--- src/rtl/booth_pkg.sv ---
// Shared types for the time-shared Booth multiplier: FSM states, Booth pair codes
// and width helpers for the requester id and step counter fields.
package booth_pkg;

  typedef enum logic [1:0] {
    IDLE = 2'd0,
    RUN  = 2'd1,
    DONE = 2'd2
  } state_t;

  localparam logic [1:0] BOOTH_NOP0 = 2'b00;
  localparam logic [1:0] BOOTH_ADD  = 2'b01;
  localparam logic [1:0] BOOTH_SUB  = 2'b10;
  localparam logic [1:0] BOOTH_NOP1 = 2'b11;

  function automatic int id_width(input int n);
    return (n > 1) ? $clog2(n) : 1;
  endfunction

  function automatic int cnt_width(input int w);
    return (w > 1) ? $clog2(w) : 1;
  endfunction

endpackage

--- src/rtl/booth_mul_sched_rr_arbiter.sv ---
// Combinational round-robin arbiter: one-hot grant to the first request above ptr, with wrap.
// Zero latency; grants nothing when no request is asserted.
module rr_arbiter
  import booth_pkg::*;
#(
  parameter int N = 4
) (
  input  logic [N-1:0]           req,
  input  logic [id_width(N)-1:0] ptr,
  output logic [N-1:0]           grant,
  output logic [id_width(N)-1:0] idx
);

  localparam int IW = id_width(N);

  logic found;

  // Search order is ptr+1, ptr+2, ... ptr, so the last winner ranks lowest.
  always_comb begin
    grant = '0;
    idx   = '0;
    found = 1'b0;
    for (int k = 1; k <= N; k++) begin
      if (!found && req[(int'(ptr) + k) % N]) begin
        found                        = 1'b1;
        grant[(int'(ptr) + k) % N]   = 1'b1;
        idx                          = IW'((int'(ptr) + k) % N);
      end
    end
  end

endmodule

--- src/rtl/booth_mul_sched.sv ---
// Radix-2 Booth multiplier shared by NUM_REQ requesters; product valid WIDTH clocks after accept.
// Requests are only granted in IDLE; the product is held in DONE until rsp_ready.
module booth_mul_sched
  import booth_pkg::*;
#(
  parameter int NUM_REQ = 4,
  parameter int WIDTH   = 8
) (
  input  logic                       clk,
  input  logic                       rst_n,
  input  logic [NUM_REQ-1:0]         req_valid,
  output logic [NUM_REQ-1:0]         req_ready,
  input  logic [NUM_REQ*WIDTH-1:0]   req_a,
  input  logic [NUM_REQ*WIDTH-1:0]   req_b,
  output logic                       rsp_valid,
  input  logic                       rsp_ready,
  output logic [$clog2(NUM_REQ)-1:0] rsp_id,
  output logic [2*WIDTH-1:0]         rsp_result,
  output logic                       busy
);

  localparam int IW = $clog2(NUM_REQ);
  localparam int CW = cnt_width(WIDTH);

  state_t           state;
  logic [IW-1:0]    ptr;
  logic [IW-1:0]    cur_id;
  logic [WIDTH-1:0] a_q;
  logic [WIDTH-1:0] b_q;
  logic [WIDTH:0]   acc;
  logic             q_1;
  logic [CW-1:0]    cnt;

  logic [NUM_REQ-1:0] grant;
  logic [IW-1:0]      grant_idx;
  logic [WIDTH-1:0]   a_sel;
  logic [WIDTH-1:0]   b_sel;
  logic [WIDTH:0]     b_ext;
  logic [WIDTH:0]     sum;
  logic [WIDTH:0]     acc_nxt;
  logic [WIDTH-1:0]   a_nxt;
  logic               last;

  rr_arbiter #(
    .N(NUM_REQ)
  ) u_arb (
    .req   (req_valid),
    .ptr   (ptr),
    .grant (grant),
    .idx   (grant_idx)
  );

  assign req_ready = (state == IDLE) ? grant : '0;

  always_comb begin
    a_sel = '0;
    b_sel = '0;
    for (int i = 0; i < NUM_REQ; i++) begin
      if (grant[i]) begin
        a_sel = req_a[i*WIDTH +: WIDTH];
        b_sel = req_b[i*WIDTH +: WIDTH];
      end
    end
  end

  // One extra accumulator bit keeps -b representable when b is the most negative value.
  assign b_ext = {b_q[WIDTH-1], b_q};

  always_comb begin
    sum = acc;
    unique case ({a_q[0], q_1})
      BOOTH_ADD:  sum = acc + b_ext;
      BOOTH_SUB:  sum = acc - b_ext;
      BOOTH_NOP0: sum = acc;
      BOOTH_NOP1: sum = acc;
    endcase
  end

  assign acc_nxt = {sum[WIDTH], sum[WIDTH:1]};
  assign a_nxt   = {sum[0], a_q[WIDTH-1:1]};
  assign last    = (cnt == CW'(WIDTH - 1));

  always_ff @(posedge clk or negedge rst_n) begin
    if (!rst_n) begin
      state      <= IDLE;
      ptr        <= IW'(NUM_REQ - 1);
      cur_id     <= '0;
      a_q        <= '0;
      b_q        <= '0;
      acc        <= '0;
      q_1        <= 1'b0;
      cnt        <= '0;
      rsp_valid  <= 1'b0;
      rsp_id     <= '0;
      rsp_result <= '0;
      busy       <= 1'b0;
    end else begin
      unique case (state)
        IDLE: begin
          if (|req_ready) begin
            a_q    <= a_sel;
            b_q    <= b_sel;
            cur_id <= grant_idx;
            ptr    <= grant_idx;
            acc    <= '0;
            q_1    <= 1'b0;
            cnt    <= '0;
            state  <= RUN;
            busy   <= 1'b1;
          end
        end
        RUN: begin
          acc <= acc_nxt;
          a_q <= a_nxt;
          q_1 <= a_q[0];
          cnt <= cnt + 1'b1;
          if (last) begin
            state      <= DONE;
            rsp_valid  <= 1'b1;
            rsp_id     <= cur_id;
            rsp_result <= {acc_nxt[WIDTH-1:0], a_nxt};
          end
        end
        DONE: begin
          if (rsp_ready) begin
            rsp_valid <= 1'b0;
            state     <= IDLE;
            busy      <= 1'b0;
          end
        end
        default: begin
          state <= IDLE;
          busy  <= 1'b0;
        end
      endcase
    end
  end

endmodule

--- config.mk ---
export PLATFORM = sky130hd
export DESIGN_NAME = booth_mul_sched
export DESIGN_NICKNAME = d
export VERILOG_FILES = /design/src/rtl/booth_pkg.sv /design/src/rtl/booth_mul_sched_rr_arbiter.sv /design/src/rtl/booth_mul_sched.sv
export SDC_FILE = /design/constraint.sdc
export NUM_CORES = 1
export LEC_CHECK = 0
export ABC_CLOCK_PERIOD_IN_PS = 3900
export BUFFER_PORTS_ARGS = -buffer_cell sky130_fd_sc_hd__buf_4
export CAP_MARGIN = 10
export CORE_UTILIZATION = 50
export CTS_BUF_LIST = sky130_fd_sc_hd__clkbuf_2
export DETAILED_ROUTE_END_ITERATION = 10
export HOLD_SLACK_MARGIN = 0.15
export PLACE_DENSITY = 0.78
export SKIP_CTS_REPAIR_TIMING = 1
export SLEW_MARGIN = 20
export SYNTH_ARGS = -nofsm -noshare
export SYNTH_HDL_FRONTEND = slang
export SYNTH_SLANG_ARGS = --single-unit
--- constraint.sdc ---
create_clock -name clk -period 3.9 [get_ports clk]
set_input_delay 0.975 -clock clk [delete_from_list [all_inputs] [get_ports clk]]
set_output_delay 0.975 -clock clk [all_outputs]
set_load 0.1 [all_outputs]
==> summary.md, run 1 <==
| Metric | Value |
|---|---|
| Status | `finished clean` |
| Synth Flop Type | `dfrtp_1` |
| Final Hold Fails | `0` |
| GRT Residual Overflow | `0` |
| Vias/cell | `5.92` |
| Clock sink total | `54` |
| Synth Warn # | `0` |
| Final ANT Viol Nets | `0` |
| Largest net degree at the start of global routing | `55` |
| Row count | `31` |
| Area after DPL | `0.00477 mm²` |
| P&R area growth vs syn | `27.4%` |
| Post-Route WL | `10000 µm` |
| Yosys reg bits | `54` |
| Worst Setup Start Kind | `flop` |
| Avg Inst Size Synth | `8.98 µm²` |
| Post-Synthesis Cells | `437` |
| # H-tree levels | `2` |
| Final setup violation count | `0` |
| Routability cong. | `0.875` |
| Number of buffers on the longest clock path | `2` |
| FF+latch area | `0.00136 mm²` |
| CP Capture Type | `primary output` |
| Share of cells above drive strength 1 | `0.324` |
| Initial Util | `0.529` |
| Async SR Flop Fraction | `1.00` |
| Multi-input logic area | `0.00244 mm²` |
| Clock Latency Late Sink | `0.44 ns` |
| Fmax | `261 MHz` |
| Drt drc | `0` |
| Slew HR | `0.415` |
| Arr. time, crit path | `2.85 ns` |
| Pre-antenna DRT Iters | `5` |
| Max_cap viols | `0` |
| Post-synth EDFFs | `0` |
| Register-to-Register Path Depth | `12` |
| Worst-Margin Slew | `0.875 ns` |
| Fill cell count | `601` |
| Die H | `90.6 µm` |
| I/O pin cnt | `95` |
| Clock Root Buffer | `clkbuf_2` |
| Die X | `90.6 µm` |
| Final Cycle Share | `0.981` |
| Hpwl dp | `7250 µm` |
| Netlist Area Pre-Place | `0.00392 mm²` |
| Required time of the critical path | `2.92 ns` |
| Final Critical Period | `3.83 ns` |
| Crit-path max FO | `8` |
| ANT cells | `0` |
| Slew Viols, Final | `0` |
| Starting DRT DRC Count | `209` |
| Sequential area share after synthesis | `0.345` |
| Antenna violations before repair | `0` |
| Finished Cell Area | `0.00500 mm²` |
| First-pass GRT wire length | `16300 µm` |
| Syn_nets | `529` |
| TritonCTS clock tree | `done` |
| Vias in the first global route | `3398` |
| WS Path Type | `reg -> out` |
| Final net count | `628` |
| # port buffers | `94` |
| Total Routing Usage GR | `0.243` |
| Hold WC Path Type | `in -> async` |
| Clock skew | `0.0127 ns` |
| Count of cell types in the netlist | `59` |
| Avg WL per Cell | `15.7 µm` |
| Vias | `3765` |
| DIE AREA | `0.00820 mm²` |
| Clock slew at the register clock pins of the worst setup and hold paths | `0.25 ns` |
| Total CTS buffers | `5` |
| Final Core Density | `0.674` |
| Core footprint | `0.00741 mm²` |
==> routing by layer <==
| layer | up-vias | track usage | share of wire |
|---|---|---|---|
| met5 | - | 0 | 0 |
| met4 | 0 | 0.0551 | 0.014 |
| met3 | 14 | 0.0455 | 0.072 |
| met2 | 147 | 0.397 | 0.49 |
| met1 | 1801 | 0.333 | 0.42 |
| li1 | 1803 | - | - |
==> cell usage in the layout (no fill, tap or decap), types with 4 or more instances in the layout <==
master and count:
o21ai_0 30, nand2_1 44, a211oi_1 8, o2111ai_2 4, clkbuf_2 5, dfrtp_1 52
nor3_1 6, o21ai_1 5, buf_4 111, nand3_1 21, nand3b_1 13, a22oi_1 8
xor2_1 4, xnor2_1 7, mux2_2 14, o21a_1 12, inv_1 17, a21oi_1 32
nor2_1 28, o22ai_1 7, nor2_4 4, o22a_1 8, ha_1 19, a211o_1 9
==> registers in the layout (all words and copies together) (netlist names) <==
| name | cells |
|---|---|
| state | 2 |
| acc | 8 |
| rsp_id | 2 |
| cur_id | 2 |
| b_q | 8 |
| cnt | 3 |
| rsp_valid | 1 |
| ptr | 2 |
| rsp_result | 16 |
| q_1 | 1 |
| a_q | 8 |
| busy | 1 |
==> through the flow <==
| step | hold WS [ns] | cells | setup slack, ns | TNS [ns] |
|---|---|---|---|---|
| final | 0.514 | 636 | 0.0746 | 0 |
| after global routing | 0.523 | 636 | -0.0246 | -0.0787 |
| after CTS | 0.517 | 623 | -0.296 | -1.10 |
| after detailed placement | 0.476 | 615 | 0.0727 | 0 |
| after global placement | 0.465 | 615 | 0.0970 | 0 |
| after floorplan | 0.455 | 437 | -0.0744 | -0.122 |
==> cell usage after synthesis, types with 2 or more instances <==
| cell type | number | area (µm²) |
|---|---|---|
| xor2_1 | 4 | 35.0 |
| nor2b_1 | 2 | 12.5 |
| clkbuf_1 | 13 | 48.8 |
| or3_1 | 3 | 18.8 |
| o211ai_1 | 2 | 15.0 |
| o21bai_1 | 2 | 15.0 |
| or3b_1 | 3 | 26.3 |
| xnor2_1 | 7 | 61.3 |
| nor3b_1 | 3 | 22.5 |
| o31ai_1 | 3 | 22.5 |
| o2111a_1 | 3 | 33.8 |
| o22a_1 | 8 | 70.1 |
| mux4_2 | 2 | 45.0 |
| buf_4 | 2 | 15.0 |
| inv_1 | 20 | 75.1 |
| nor3_1 | 6 | 30.0 |
| a211oi_1 | 10 | 75.1 |
| dfrtp_1 | 52 | 1300 |
| ha_1 | 20 | 250 |
| a211o_1 | 9 | 78.8 |
| buf_2 | 7 | 35.0 |
| mux2_2 | 14 | 158 |
| o21ai_1 | 5 | 25.0 |
| nand2b_1 | 3 | 18.8 |
| a22oi_1 | 8 | 60.1 |
| or3b_2 | 3 | 26.3 |
| buf_6 | 3 | 33.8 |
| a21oi_1 | 32 | 160 |
| nand3b_1 | 13 | 97.6 |
| nand3_1 | 21 | 105 |
| nand2_1 | 45 | 169 |
| o21ai_0 | 30 | 150 |
| o2111ai_2 | 4 | 60.1 |
| mux2i_1 | 2 | 20.0 |
| nor2_1 | 31 | 116 |
| o21a_1 | 12 | 90.1 |
| o22ai_1 | 7 | 43.8 |
| dfstp_2 | 2 | 52.6 |
==> critical path, cell delays in order, from the launching register on <==
cell and delay (ns):
dfstp_4 0.74, inv_6 0.06, ha_4 0.25, or3b_4 0.39, a211oi_4 0.26, nor2_4 0.09
o2111a_1 0.30, nor2_4 0.13, buf_12 0.18
==> path summary, 6_finish.rpt <==
kind	start	endpoint	slack [ns]
max	ptr[0]$_DFFE_PN1P_	req_ready[1]	0.07
min	rst_n	rsp_id[0]$_DFFE_PN0P_	0.51
max reg2reg	ptr[0]$_DFFE_PN1P_	a_q[6]$_DFFE_PN0P_	0.61
min reg2reg	cnt[0]$_DFFE_PN0P_	cnt[0]$_DFFE_PN0P_	0.52
max in group asynchronous	rst_n	cnt[0]$_DFFE_PN0P_	2.93
min in group clk	cnt[0]$_DFFE_PN0P_	cnt[0]$_DFFE_PN0P_	0.52
==> area by class of cell <==
| class | instances | share of cell area |
|---|---|---|
| Clock inverter | 3 | 0.00902 |
| Tap cell | 99 | 0.0248 |
| Timing Repair Buffer | 117 | 0.185 |
| Sequential cell | 54 | 0.272 |
| Clock buffer | 5 | 0.00501 |
| Inverter | 20 | 0.0168 |
| Multi-Input combinational cell | 338 | 0.488 |
==> kinds of logic (layout without fill, tap and decap cells) <==
logic type                 Yosys count  after routing  share of synthesized area
muxes                               18             18                     0.0568
adders and majority gates           21             21                     0.0689
and+or+nand+nor                    139            140                      0.177
AOI/OAI and AO/OA                  148            148                      0.273
DFF                                 54             54                      0.345
buffers and inverters               46            145                     0.0542
xor gates and xnor gates            11             11                     0.0246
Power of run 1 is not shown: default switching activity piles up to over one toggle a cycle in this logic, so the estimate is an artifact.
==> inputs of run 2 (changes only) <==
MAX_ROUTING_LAYER = met4   (was not set)
==> run 2 against run 1 <==
Cell count is 0.16% lower. Core utilization is 0.084 points lower. Sequential cell count unchanged. Global-route usage increased by 1.1 points. Design area decreased by 0.13%. Count of clock-buffer cells in the layout unchanged. Routed wire length up 1.7%. Via count up 0.48%. Clock skew is 0.014 ns higher. Critical endpoint is now req_ready[3].
==> summary.md, run 2 (synthesis gave the netlist of run 1 again) <==
| Metric | Value |
|---|---|
| Clock sink total | `54` |
| Largest Register | `rsp_result` |
| Antenna violations before repair | `0` |
| Arr. time, crit path | `2.88 ns` |
| Vias/cell | `5.96` |
| Number of buffers on the longest clock path | `2` |
| Starting DRT DRC Count | `239` |
| Slew Viols, Final | `0` |
| WS Path Type | `reg -> out` |
| Fill cell count | `604` |
| Worst path cell trace | `inv_6 > ha_4 > or3b_4 > a211oi_4 > nor2_4 > o2111ai_2 > nand2_2 > clkinvlp_4 > buf_12` |
| FF+latch area | `0.00136 mm²` |
| Drt drc | `0` |
| Unrepaired setup endpoints after global routing | `yes` |
| Clock skew | `0.0263 ns` |
| P&R area growth vs syn | `27.2%` |
| Slowest CP cell | `dfstp_4` |
| Final ANT Viol Nets | `0` |
| I/O pin cnt | `95` |
| Worst-Margin Slew | `0.903 ns` |
| Max FFs per register | `16` |
| Avg WL per Cell | `16.0 µm` |
| Max_cap viols | `0` |
| Status | `finished clean` |
| Most frequent cells in the layout | `112 x buf_4, 52 x dfrtp_1, 43 x nand2_1` |
| Fmax | `259 MHz` |
| Setup TNS | `0 ns` |
| Final Critical Period | `3.86 ns` |
| Initial Util | `0.529` |
| Post-Route WL | `10200 µm` |
| Pre-antenna DRT Iters | `5` |
| Final Hold Fails | `0` |
| First-pass GRT wire length | `16400 µm` |
| Hold WC Path Type | `in -> async` |
| # port buffers | `94` |
| Most common cell after layout, fill and taps aside | `buf_4` |
| Required time of the critical path | `2.92 ns` |
| Clock Root Buffer | `clkbuf_2` |
| Die X | `90.6 µm` |
| DIE AREA | `0.00820 mm²` |
| Multi-input logic area | `0.00243 mm²` |
| Crit-path max FO | `8` |
| Die H | `90.6 µm` |
| Final net count | `626` |
| Final Cycle Share | `0.989` |
| CP Capture Type | `primary output` |
| GRT Residual Overflow | `0` |
| Total CTS buffers | `5` |
| Row count | `31` |
| Total Routing Usage GR | `0.254` |
| Clock Latency Late Sink | `0.45 ns` |
| Clock slew at the register clock pins of the worst setup and hold paths | `0.29 ns` |
| CP peak stage delay | `0.73 ns` |
| # H-tree levels | `2` |
| Largest net degree at the start of global routing | `55` |
| Hpwl dp | `7530 µm` |
| Share of cells above drive strength 1 | `0.329` |
| Core footprint | `0.00741 mm²` |
| Worst Setup Start Kind | `flop` |
| TritonCTS clock tree | `done` |
| Slew HR | `0.397` |
| Routability cong. | `0.903` |
| Vias | `3783` |
| Vias in the first global route | `3456` |
| Final setup violation count | `0` |
run 2: worst paths after layout:
path | from | to | slack (ns) | cells after the start
setup / recovery | ptr[0]$_DFFE_PN1P_ | req_ready[3] | 0.04 | 9
hold / removal | rst_n | cnt[0]$_DFFE_PN0P_ | 0.51 | 1
setup reg to reg | ptr[0]$_DFFE_PN1P_ | acc[4]$_DFFE_PN0P_ | 0.60 | 11
hold reg to reg | rsp_id[0]$_DFFE_PN0P_ | rsp_id[0]$_DFFE_PN0P_ | 0.51 | 2
max in group asynchronous | rst_n | rsp_result[6]$_DFFE_PN0P_ | 2.94 | 1
min in group clk | rsp_id[0]$_DFFE_PN0P_ | rsp_id[0]$_DFFE_PN0P_ | 0.51 | 2
run 2: per-layer routing:
metal  vias up  wire length [µm]  track usage
li1       1801                 -            -
met1      1810              4340        0.339
met2       157              5060        0.413
met3        15               636       0.0261
met4         0               142       0.0632
met5         -                 0            -
run 2: through the flow:
stage	hold WS, ns	instance area [µm²]	util	worst slack [ns]	instances
after floorplan	0.455	4010	-	-0.0744	437
after global placement	0.464	4770	0.643	0.100	616
after detailed placement	0.472	4770	0.643	0.0427	616
after CTS	0.522	4840	0.653	-0.269	624
after global routing	0.531	4990	0.673	-0.0812	634
final	0.513	4990	0.674	0.0440	635
run 2: worst max-delay path, delay by kind of cell (launching register included):
kind,cells,cell delay (ns)
buffers and inverters,3,0.35
AND/OR/NAND/NOR,3,0.60
AO/OA/AOI/OAI,2,0.49
adder cells (fa/ha/maj),1,0.27
flip-flops,1,0.73
run 2: final cells by class:
cell class / count / area share
Inverter: 20 / 0.0168
Tap cell: 99 / 0.0248
Antenna cell: 1 / 0.000502
Clock buffer: 5 / 0.00502
Clock inverter: 3 / 0.00903
Sequential cell: 54 / 0.272
Timing Repair Buffer: 116 / 0.185
Multi-Input combinational cell: 337 / 0.487
Power of run 2 is left out for the same reason.
==> inputs of run 3 (changes only) <==
BUFFER_PORTS_ARGS = not set   (was -buffer_cell sky130_fd_sc_hd__buf_4)
DONT_BUFFER_PORTS = 1   (was not set)
PLACE_DENSITY = 0.79   (was 0.78)
==> run 3 against run 2 <==
Sequential share of layout area rose by 4.5 points. Global-route usage fell by 1.6 points. Sequential cell count did not move. Non-clock buffer count fell by 93. Core utilization fell by 9.6 points. Clock skew fell by 0.0082 ns. Cell count fell by 15%. Routed wire length fell by 5.7%. Register-to-register slack got worse by 0.03 ns. Fmax rose by 0.23%. Worst hold slack got worse by 0.17 ns.
==> summary.md, run 3 (synthesis gave the netlist of run 1 again) <==
| Metric | Value |
|---|---|
| Status | `finished clean` |
| Busiest grt layer | `met2` |
| Clock sink total | `54` |
| Arr. time, crit path | `2.87 ns` |
| Crit-path max FO | `7` |
| DIE AREA | `0.00820 mm²` |
| GR Util met1 | `0.318` |
| Hold WC Path Type | `in -> async` |
| Vias | `3366` |
| FF+latch area | `0.00136 mm²` |
| Final ANT Viol Nets | `0` |
| CP peak stage delay | `0.72 ns` |
| P&R area growth vs syn | `9.09%` |
| Final Core Density | `0.578` |
| GRT Residual Overflow | `0` |
| Post-Route WL | `9600 µm` |
| Final Cycle Share | `0.986` |
| Most common cell after layout, fill and taps aside | `dfrtp_1` |
| Final Hold Fails | `0` |
| I/O pin cnt | `95` |
| Total CTS buffers | `5` |
| Pre-antenna DRT Iters | `4` |
| Drt drc | `0` |
| Starting DRT DRC Count | `172` |
| Multi-input logic area | `0.00243 mm²` |
| TritonCTS clock tree | `done` |
| Required time of the critical path | `2.92 ns` |
| First-pass GRT wire length | `15300 µm` |
| Clock Root Buffer | `clkbuf_2` |
| Slew Viols, Final | `0` |
| Row count | `31` |
| Hpwl dp | `7060 µm` |
| Vias in the first global route | `3111` |
| Total Routing Usage GR | `0.238` |
| Clock skew | `0.0182 ns` |
| Worst Setup Start Kind | `flop` |
| Largest Register | `rsp_result` |
| # H-tree levels | `2` |
| Met2 usage | `0.379` |
| Worst-Margin Slew | `0.929 ns` |
| Initial Util | `0.529` |
| WS Path Type | `reg -> out` |
| Core footprint | `0.00741 mm²` |
| CP Capture Type | `primary output` |
| Final Critical Period | `3.85 ns` |
| Most frequent cells in the layout | `52 x dfrtp_1, 44 x nand2_1, 31 x a21oi_1` |
| Clock slew at the register clock pins of the worst setup and hold paths | `0.26 ns` |
| Met3 usage | `0.0345` |
| Slew HR | `0.381` |
| Antenna violations before repair | `0` |
| Unrepaired setup endpoints after global routing | `yes` |
| Worst path cell trace | `inv_6 > ha_4 > or3b_4 > a211oi_4 > nor2_4 > o2111ai_2 > nand2_2 > clkinvlp_4 > buf_12` |
| # port buffers | `0` |
| Vias/cell | `6.22` |
| Fill cell count | `643` |
| Largest net degree at the start of global routing | `55` |
| Die X | `90.6 µm` |
| Clock Latency Late Sink | `0.43 ns` |
| Routability cong. | `0.887` |
| Number of buffers on the longest clock path | `2` |
| Max_cap viols | `0` |
| Die H | `90.6 µm` |
| Final setup violation count | `0` |
| Max FFs per register | `16` |
| Slowest CP cell | `dfstp_4` |
| Share of cells above drive strength 1 | `0.181` |
| Fmax | `260 MHz` |
| ANT cells | `0` |
| Final net count | `533` |
| Avg WL per Cell | `17.7 µm` |
run 3: stage by stage:
stage / area, µm² / instances / hold slack (ns) / setup WS [ns] / TNS, ns
after floorplan: 4010 / 437 / 0.455 / -0.0744 / -0.122
after global placement: 4130 / 525 / 0.471 / 0.327 / 0
after detailed placement: 4130 / 525 / 0.482 / 0.289 / 0
after CTS: 4170 / 533 / 0.174 / -0.167 / -0.590
after global routing: 4280 / 541 / 0.269 / -0.104 / -0.203
final: 4280 / 541 / 0.341 / 0.0529 / 0
run 3: worst paths after layout:
check                                    from                        end  slack, ns  cells after the start
max                        ptr[0]$_DFFE_PN1P_               req_ready[3]       0.05                      9
min                                     rst_n  rsp_result[6]$_DFFE_PN0P_       0.34                      1
max reg2reg                ptr[0]$_DFFE_PN1P_         a_q[6]$_DFFE_PN0P_       0.57                     12
min reg2reg                cnt[0]$_DFFE_PN0P_         cnt[0]$_DFFE_PN0P_       0.52                      1
max in group asynchronous               rst_n         a_q[3]$_DFFE_PN0P_       3.33                      1
min in group clk           cnt[0]$_DFFE_PN0P_         cnt[0]$_DFFE_PN0P_       0.52                      1
run 3: critical path, delay by kind of cell, from the launching register on:
family	cells	cell delay [ns]
AO/OA/AOI/OAI	2	0.50
AND/OR/NAND/NOR	3	0.61
adder cells (fa/ha/maj)	1	0.26
flip-flops	1	0.72
buffers and inverters	3	0.35
run 3: metal layers:
| layer | routed length [µm] | vias up |
|---|---|---|
| met5 | 0 | - |
| met3 | 552 | 11 |
| met4 | 153 | 0 |
| met2 | 4550 | 131 |
| li1 | - | 1604 |
| met1 | 4350 | 1620 |
run 3: final cells by class:
cell class                      instances  area share
Multi-Input combinational cell        337       0.569
Sequential cell                        54       0.317
Timing Repair Buffer                   23      0.0561
Tap cell                               99      0.0289
Inverter                               20      0.0196
Clock buffer                            6     0.00702
Clock inverter                          2     0.00205
Power of run 3 is left out for the same reason.
